File: src/rtl/iir_pkg.sv
// rtl/iir_pkg.sv - shared types, widths and rounding/saturation helper for the DF-II IIR engine
package iir_pkg;
  localparam int DATA_W    = 32;
  localparam int FRAC_W    = 16;
  localparam int ACC_W     = 72;
  localparam int MAX_ORDER = 8;

  localparam logic [1:0] COEF_SEL_A   = 2'd0;
  localparam logic [1:0] COEF_SEL_B   = 2'd1;
  localparam logic [1:0] COEF_SEL_OFS = 2'd2;

  typedef enum logic [1:0] {IDLE = 2'd0, FB = 2'd1, FF = 2'd2, OUT = 2'd3} state_e;

  typedef struct packed {
    logic              sat;
    logic [DATA_W-1:0] val;
  } rs_t;

  localparam logic signed [ACC_W-1:0] HALF_LSB =
    {{(ACC_W-FRAC_W){1'b0}}, 1'b1, {(FRAC_W-1){1'b0}}};
  localparam logic signed [ACC_W-1:0] SAT_MAX =
    {{(ACC_W-DATA_W+1){1'b0}}, {(DATA_W-1){1'b1}}};
  localparam logic signed [ACC_W-1:0] SAT_MIN =
    {{(ACC_W-DATA_W+1){1'b1}}, {(DATA_W-1){1'b0}}};

  // Half-up rounding: add half an LSB, then arithmetic shift floors the result.
  function automatic rs_t round_sat(input logic signed [ACC_W-1:0] acc);
    logic signed [ACC_W-1:0] r;
    rs_t res;
    r = (acc + HALF_LSB) >>> FRAC_W;
    res.sat = 1'b0;
    res.val = r[DATA_W-1:0];
    if (r > SAT_MAX) begin
      res.sat = 1'b1;
      res.val = SAT_MAX[DATA_W-1:0];
    end else if (r < SAT_MIN) begin
      res.sat = 1'b1;
      res.val = SAT_MIN[DATA_W-1:0];
    end
    return res;
  endfunction
endpackage

File: src/rtl/iir_mac.sv
// rtl/iir_mac.sv - single signed multiplier feeding a wide accumulator
// sum_o is the accumulator value including the current product, so the last step can be rounded the same cycle.
module iir_mac
  import iir_pkg::*;
(
  input  logic                     clk_i,
  input  logic                     rst_i,
  input  logic                     clr_i,
  input  logic                     en_i,
  input  logic                     ld_i,
  input  logic signed [ACC_W-1:0]  ld_val_i,
  input  logic signed [DATA_W-1:0] a_i,
  input  logic signed [DATA_W-1:0] b_i,
  output logic signed [ACC_W-1:0]  sum_o
);
  logic signed [2*DATA_W-1:0] prod;
  logic signed [ACC_W-1:0]    acc_q, acc_d;

  always_comb begin
    prod  = a_i * b_i;
    sum_o = acc_q + {{(ACC_W-2*DATA_W){prod[2*DATA_W-1]}}, prod};
    acc_d = acc_q;
    if (ld_i)       acc_d = ld_val_i;
    else if (clr_i) acc_d = '0;
    else if (en_i)  acc_d = sum_o;
  end

  always_ff @(posedge clk_i) begin
    if (rst_i) acc_q <= '0;
    else       acc_q <= acc_d;
  end
endmodule

File: src/rtl/iir_df2_engine.sv
// rtl/iir_df2_engine.sv - time-multiplexed direct-form-II IIR section with coefficient load and saturation
// Sequence per sample: IDLE (accept) -> FB (ORDER feedback MACs) -> FF (ORDER+1 feedforward MACs) -> OUT.
module iir_df2_engine
  import iir_pkg::*;
#(
  parameter int ORDER = 2
) (
  input  logic              clk,
  input  logic              rst,
  input  logic              in_valid,
  output logic              in_ready,
  input  logic [DATA_W-1:0] x_in,
  output logic              out_valid,
  input  logic              out_ready,
  output logic [DATA_W-1:0] y_out,
  output logic [DATA_W-1:0] w_out,
  input  logic              coef_we,
  input  logic [1:0]        coef_sel,
  input  logic [2:0]        coef_idx,
  input  logic [DATA_W-1:0] coef_data,
  output logic              coef_err,
  input  logic              clear,
  output logic              sat_flag
);
  localparam logic [3:0] ORD = 4'(ORDER);

  state_e state_q, state_d;
  logic [3:0] idx_q, idx_d;
  logic signed [DATA_W-1:0] a_q  [0:MAX_ORDER];
  logic signed [DATA_W-1:0] b_q  [0:MAX_ORDER];
  logic signed [DATA_W-1:0] dl_q [0:MAX_ORDER];
  logic signed [DATA_W-1:0] ofs_q, w_q, y_q, ofs_eff, mul_a, mul_b;
  logic sat_q, err_q, accept, last_step, idx_ok, wr_ok;
  logic mac_ld, mac_en, mac_clr;
  logic [3:0] widx;
  logic signed [DATA_W:0]   xo;
  logic signed [ACC_W-1:0]  ld_val, mac_sum;
  rs_t rs;

  assign widx      = {1'b0, coef_idx};
  assign accept    = in_valid && (state_q == IDLE);
  assign last_step = ((state_q == FB) || (state_q == FF)) && (idx_q == ORD);

  always_comb begin
    case (coef_sel)
      COEF_SEL_A:   idx_ok = (widx != 4'd0) && (widx <= ORD);
      COEF_SEL_B:   idx_ok = (widx <= ORD);
      COEF_SEL_OFS: idx_ok = 1'b1;
      default:      idx_ok = 1'b0;
    endcase
  end
  assign wr_ok = coef_we && (state_q == IDLE) && idx_ok;

  // A same-cycle offset write must already apply to the sample being accepted.
  assign ofs_eff = (wr_ok && (coef_sel == COEF_SEL_OFS)) ? coef_data : ofs_q;
  assign xo      = {x_in[DATA_W-1], x_in} + {ofs_eff[DATA_W-1], ofs_eff};
  assign ld_val  = {{(ACC_W-DATA_W-1-FRAC_W){xo[DATA_W]}}, xo, {FRAC_W{1'b0}}};
  assign rs      = round_sat(mac_sum);

  always_ff @(posedge clk) begin
    if (rst) begin
      state_q <= IDLE;
      idx_q   <= '0;
    end else begin
      state_q <= state_d;
      idx_q   <= idx_d;
    end
  end

  always_comb begin
    state_d = state_q;
    idx_d   = idx_q;
    case (state_q)
      IDLE: if (accept) begin
        state_d = FB;
        idx_d   = 4'd1;
      end
      FB: begin
        idx_d = idx_q + 4'd1;
        if (last_step) begin
          state_d = FF;
          idx_d   = 4'd0;
        end
      end
      FF: begin
        idx_d = idx_q + 4'd1;
        if (last_step) begin
          state_d = OUT;
          idx_d   = 4'd0;
        end
      end
      default: if (out_ready) state_d = IDLE;
    endcase
  end

  always_comb begin
    in_ready  = (state_q == IDLE);
    out_valid = (state_q == OUT);
    mac_ld    = 1'b0;
    mac_en    = 1'b0;
    mac_clr   = 1'b0;
    mul_a     = '0;
    mul_b     = '0;
    case (state_q)
      IDLE: mac_ld = accept;
      FB: begin
        mac_en  = 1'b1;
        mac_clr = last_step;
        mul_a   = a_q[idx_q];
        mul_b   = dl_q[idx_q - 4'd1];
      end
      FF: begin
        mac_en  = 1'b1;
        mac_clr = last_step;
        mul_a   = b_q[idx_q];
        mul_b   = (idx_q == 4'd0) ? w_q : dl_q[idx_q - 4'd1];
      end
      default: ;
    endcase
  end

  iir_mac u_mac (
    .clk_i    (clk),
    .rst_i    (rst),
    .clr_i    (mac_clr),
    .en_i     (mac_en),
    .ld_i     (mac_ld),
    .ld_val_i (ld_val),
    .a_i      (mul_a),
    .b_i      (mul_b),
    .sum_o    (mac_sum)
  );

  always_ff @(posedge clk) begin
    if (rst) begin
      for (int k = 0; k <= MAX_ORDER; k++) begin
        a_q[k]  <= '0;
        b_q[k]  <= '0;
        dl_q[k] <= '0;
      end
      ofs_q <= '0;
      w_q   <= '0;
      y_q   <= '0;
      sat_q <= 1'b0;
      err_q <= 1'b0;
    end else begin
      err_q <= coef_we && !wr_ok;
      if (wr_ok) begin
        case (coef_sel)
          COEF_SEL_A: a_q[widx] <= coef_data;
          COEF_SEL_B: b_q[widx] <= coef_data;
          default:    ofs_q     <= coef_data;
        endcase
      end
      if (last_step && rs.sat) sat_q <= 1'b1;
      if (last_step && (state_q == FB)) w_q <= rs.val;
      if (last_step && (state_q == FF)) begin
        y_q     <= rs.val;
        dl_q[0] <= w_q;
        for (int k = 1; k <= MAX_ORDER; k++) begin
          if (k < ORDER) dl_q[4'(k)] <= dl_q[4'(k-1)];
        end
      end
      if (clear && (state_q == IDLE)) begin
        for (int k = 0; k <= MAX_ORDER; k++) dl_q[k] <= '0;
        sat_q <= 1'b0;
      end
    end
  end

  assign y_out    = y_q;
  assign w_out    = w_q;
  assign coef_err = err_q;
  assign sat_flag = sat_q;
endmodule

File: config.mk
export PLATFORM = sky130hd
export DESIGN_NAME = iir_df2_engine
export DESIGN_NICKNAME = d
export VERILOG_FILES = /design/src/rtl/iir_pkg.sv /design/src/rtl/iir_mac.sv /design/src/rtl/iir_df2_engine.sv
export SDC_FILE = /design/constraint.sdc
export NUM_CORES = 2
export LEC_CHECK = 0
export ABC_CLOCK_PERIOD_IN_PS = 42400
export CAP_MARGIN = 5
export CORE_ASPECT_RATIO = 2
export CORE_MARGIN = 2
export CORE_UTILIZATION = 40
export DETAILED_ROUTE_END_ITERATION = 10
export MAX_ROUTING_LAYER = met4
export PLACE_DENSITY = 0.52
export SETUP_SLACK_MARGIN = 0.2
export SLEW_MARGIN = 20
export SYNTH_ARGS = -nofsm -noshare
export SYNTH_HDL_FRONTEND = slang
export SYNTH_HIERARCHICAL = 1
export SYNTH_SLANG_ARGS = --single-unit
File: constraint.sdc
create_clock -name clk -period 42.4 [get_ports clk]
set_clock_uncertainty 0.05 [all_clocks]
set_input_delay 4.24 -clock clk [delete_from_list [all_inputs] [get_ports clk]]
set_output_delay 4.24 -clock clk [all_outputs]
set_load 0.02 [all_outputs]
After elaboration in Yosys (flattened, before gate mapping):

Memories as Yosys holds them, arrays and structs flattened. A register that Yosys moved wholly into a read port is not among the register bits.
Cells that the tools add are included.

* flip-flop bits (word level): 176
* memory bits (writable): 864
* bits of input ports: 75
* logic and storage cells: 129
* memories kept: 3

* add/subtract/negate cells: 5
* $mul: 1
* $lt $le $gt $ge: 3
* equality and inequality tests: 9
* muxes and demuxes: 58
* bitwise logic cells: 12
* reduce and logical (&&, ||, !) cells: 29

Memories
* a_q: words 9, width 32, read ports 1, clocked after Yosys merged registers in 1, write ports 9, RTL line iir_df2_engine.sv:29 `logic signed [DATA_W-1:0] a_q [0:MAX_ORDER];`
* b_q: words 9, width 32, read ports 1, clocked after Yosys merged registers in 1, write ports 9, RTL line iir_df2_engine.sv:30 `logic signed [DATA_W-1:0] b_q [0:MAX_ORDER];`
* dl_q: words 9, width 32, read ports 2, clocked after Yosys merged registers in 0, write ports 9, RTL line iir_df2_engine.sv:31 `logic signed [DATA_W-1:0] dl_q [0:MAX_ORDER];`

Operators with widths (count)
* 2-to-1 mux 32 bit: 15
* 2-to-1 mux 72 bit: 3
* case mux 32 bit (2 select lines): 2
* adder 72 x 17 -> 72 bit, second input constant: 1
* adder 72 bit: 1
* 2-to-1 mux 33 bit: 2
* multiplier 32 x 32 -> 64 bit: 1
* OR reduction 32 bit: 2
* greater-than comparator 56 x 32 -> 1 bit, second input constant: 1
* < comparator 56 x 32 -> 1 bit, second input constant: 1
* adder 32 x 32 -> 33 bit: 1
* 2-to-1 mux 4 bit: 8
* 2-to-1 mux 1 bit: 21
* logical AND 1 bit: 11
* bitwise OR 1 bit: 11
* 2-to-1 mux 2 bit: 4
* case mux 4 bit (2 select lines): 1
* nonzero test 4 bit: 2
* == test 2 bit, second input constant: 3
* case mux 2 bit (3 select lines): 1
* OR reduction 2 bit: 3
* adder 4 x 1 -> 4 bit, second input constant: 1
* == test 2 x 1 -> 1 bit, second input constant: 2
* == test 4 x 2 -> 1 bit, second input constant: 1
* 15 further kinds: 18

Depth between registers and ports, before layout:

An unclocked memory read counts as a cell.

* word-level depth: 11
* depth in mapped cells: 63
* gate-level depth less buffers: 56

By module:

Netlist, hierarchy kept.

By module, submodules not included
* iir_mac: instances 1, cells an instance 4828, area each 43082.6 um2, sequential area each 1441.4 um2
* iir_df2_engine: instances 1, cells an instance 2188, area each 31052.3 um2, sequential area each 19458.7 um2

Worst setup path after synthesis:

No wires, ideal clock.

* path kind: reg2reg
* from: reg idx_q[0]
* to: reg w_q[10] (netlist: w_out[10])
* setup time: 0.091 ns
* arrival: 13.794 ns
* required time: 42.259 ns
* path slack: 28.465 ns
* stages on the path, launching flop included: 57
* path buffers: 7
* period minus slack after synthesis: 13.935 ns
* path through: dfxtp_1 clkbuf_1 buf_1 inv_1 ha_1 nand2_1 nor2_1 o221ai_1 clkbuf_1 nor2_1 a21oi_1 nor2_1 clkbuf_1 nand2_1 inv_1 fa_1 fa_1 fa_1 [... 21 more ...] clkbuf_1 a21o_1 o21bai_1 a21o_1 a221o_1 a21oi_1 nor2b_1 a311oi_1 xnor2_1 nand3_1 nor4_1 nor4b_1 o22ai_1 nor4_1 a41o_2 buf_6 nand2_1 a311oi_1

* longest elaborated chain between the ends: 10
* elaborated cells between the ends (all ways): 15
* classes of those cells: add/sub (3); mul (1); order compare (2); eq/ne (1); mux (4); reduce/logical (3); memory (1)

Ends and longest elaborated chain
* start: declaration: RTL line iir_df2_engine.sv:28 `logic [3:0] idx_q, idx_d;`
* start signal: assignment: RTL line iir_df2_engine.sv:66 `idx_q <= idx_d;`
* subtractor 4 x 1 -> 4 bit: RTL line iir_df2_engine.sv:110, iir_df2_engine.sv:116
* memory (9 x 32 bit)
* 2-to-1 mux 32 bit: RTL line iir_df2_engine.sv:116 `mul_b = (idx_q == 4'd0) ? w_q : dl_q[idx_q - 4'd1];`
* case mux 32 bit (2 select lines) *: RTL line iir_df2_engine.sv:104 `case (state_q)`
* named net mul_b[6]: RTL line iir_df2_engine.sv:32 `logic signed [DATA_W-1:0] ofs_q, w_q, y_q, ofs_eff, mul_a, mul_b;`
* multiplier 32 x 32 -> 64 bit *: RTL line iir_mac.sv:20 `prod = a_i * b_i;`
* adder 72 bit *: RTL line iir_mac.sv:21 `sum_o = acc_q + {{(ACC_W-2*DATA_W){prod[2*DATA_W-1]}}, prod};`
* named net mac_sum[68]: RTL line iir_df2_engine.sv:37 `logic signed [ACC_W-1:0] ld_val, mac_sum;`
* adder 72 x 17 -> 72 bit *: RTL line iir_pkg.sv:30 `r = (acc + HALF_LSB) >>> FRAC_W;`
* < comparator 56 x 32 -> 1 bit: RTL line iir_pkg.sv:36 `end else if (r < SAT_MIN) begin`
* 2-to-1 mux 33 bit: RTL line iir_pkg.sv:36
* 2-to-1 mux 33 bit *: RTL line iir_pkg.sv:33 `if (r > SAT_MAX) begin`
* end signal: assignment: RTL line iir_df2_engine.sv:156 `if (last_step && (state_q == FB)) w_q <= rs.val;`
* end: declaration: RTL line iir_df2_engine.sv:32

The timed path passes the listed nets; every way through them passes the cells marked *.
A chain may end at the register's enable or synchronous reset.

==> run summary <==
vias in the first global route = 57330
number of nets in the layout = 8785
Tcrit/Tclk final = 41.30%
Worst Path Required = 42920 ps
core area = 0.1844 mm2
WS Path Type = reg -> reg
Reg clk slew, reported paths = 70 ps
clock buffer depth = 3
register area = 0.02091 mm2
fin. max-slew vios = 0
Worst setup SP type = flop
placer congestion estimate = 0.9977
Filler Cell Count = 17770
Rel. slew slack = 28.08%
Leak Pwr = 0.03638 uW
Final TNS setup = 0 ps
area of the multi-input gates = 0.04959 mm2
DR WL/cell = 23.74 um
Worst VDD drop = 0.03373 mV
CP dominant cell by count = fa_1
clock sink count = 756
Placed Cells = 9735
Iter 0 DRT Violations = 2613
Final setup viols = 0
Pre-antenna DRT Iters = 5
post-route ant nets = 0
# IOs = 143
Hold Crit Class = reg -> reg
Critical Path Max Stage Delay = 790 ps
CP arrival = 18030 ps
drt via density = 5.252
Vert. Die Dim = 612.8 um
vias post-DR = 51790
status = complete, no violations
Post-Synthesis Cells = 7015
CTS tree = done
Die X = 308.4 um
Buffers on Ports = 142
max-cap violations = 0
P per Cell Area = 27.82 mW/mm2
Fin. Hold Viols = 0
P&R area growth vs syn = 10.71%
Tmin final = 17510 ps
H-tree depth = 3
critical path's slowest cell = buf_4
crit path capture type = flop
Post-CTS Hold Buffers = 0
cell row count = 223
clock root cell = clkbuf_16
Max FO, Critical Path = 42
share of layout cells above drive strength 1 = 8.020%
global-route usage over all layers = 26.14%
Starting Density = 40.19%
Post-CTS Setup Inserts = 0
Ys Warns = 6
GR Overflow Total = 0
Clock Latency Late Sink = 670 ps
Worst Max-Slew Pin Slew = 1071 ps
Peak Freq = 57.10 MHz
largest net degree at the start of global routing = 84
RSZ-0062 raised after global routing = no
post-DP HPWL = 183.5 mm
die footprint = 0.1890 mm2
Post-CTS Resized = 0
Post-Layout Cell Count = 9860
total wire length = 234.0 mm
first-pass GRT wire length = 354.0 mm
cell area after synthesis = 0.07413 mm2
Mean Syn Cell Area = 10.57 um2
Num CTS Buffers = 67
# DRC = 0
initial antenna violation count = 10
==> stage by stage <==
step	utilization [%]	worst slack [ps]	hold WS (ps)	area [um2]	power [uW]
after floorplan	-	28460	393.1	75510	1361
after global placement	43.27	24960	441.0	79800	1654
after detailed placement	43.27	24940	438.9	79800	1659
after CTS	44.49	24840	454.2	82060	2307
after global routing	44.50	23940	459.1	82070	2375
final	44.50	24890	452.8	82070	2283
==> sequential cells by signal (all words and copies together), names as in the netlist, named ones only <==
register	count
dl_q	64
u_mac/acc_q	72
b_q	256
state_q	2
coef_err	1
sat_flag	1
y_out	32
a_q	256
ofs_q	32
idx_q	4
w_out	32
==> worst max-delay path: cells and delay by family (launching register included) <==
family                     cells  cell delay [ps]
and+or+nand+nor               11             2530
DFF                            1              640
AOI/OAI and AO/OA             17             5120
muxes                          2              860
xor gates and xnor gates       3             1190
adders and majority gates     10             4960
buffers and inverters          5             1870
==> power by group <==
group | internal, uW | total, uW | switching (uW)
Combinational | 239 | 732 | 493
Clock | 342 | 641 | 299
Sequential | 871 | 910 | 39.6
Total | 1450 | 2280 | 831
==> per-layer routing <==
| metal | wire length (um) | vias up | global-route usage [%] |
|---|---|---|---|
| met5 | 0 | - | - |
| met4 | 14910 | 0 | 14.01 |
| met1 | 77830 | 26910 | 25.63 |
| met3 | 7299 | 555 | 1.865 |
| met2 | 134000 | 1268 | 50.51 |
| li1 | - | 23050 | - |
==> final cells by class <==
cell class	instances	share of cell area, %
antenna	3	0.009147
sequential	756	25.48
timing repair buffer	281	3.014
inverter	995	4.551
tap	2475	3.773
clock inverter	36	0.5366
clock buffer	86	2.217
multi-input combinational	5228	60.42
==> worst paths after layout <==
kind | from | end | slack [ps] | cells past startpoint
setup / recovery | flop | w_out[2] | 24890 | 48
hold / removal | sat_flag | sat_flag | 450 | 2
setup reg to reg | flop | w_out[2] | 24890 | 48
hold reg to reg | sat_flag | sat_flag | 450 | 2
==> cell usage in the layout, fill, tap and decap left out, types with 13 or more instances in the layout <==
master / n
o21bai_1: 26
a21o_1: 89
a211oi_1: 45
xnor2_1: 119
mux2i_1: 67
o21ai_0: 132
nand4_1: 49
nor2_2: 56
o31ai_1: 15
nor2b_1: 56
nor2_1: 282
dfxtp_1: 176
buf_4: 138
mux4_2: 128
nand2_1: 773
conb_1: 368
nand2b_1: 31
nand3_1: 54
and3_1: 92
nor3_1: 36
clkbuf_1: 13
edfxtp_1: 576
o211ai_1: 16
a31oi_1: 23
clkdlybuf4s50_1: 141
ha_1: 294
a22oi_1: 48
xor2_1: 89
fa_1: 1084
and2_1: 639
a311oi_1: 41
o21ai_1: 26
or2_2: 13
inv_1: 994
mux2_2: 98
o21a_1: 23
clkbuf_16: 68
a21oi_1: 240
Power figures use the tool's default switching activity.
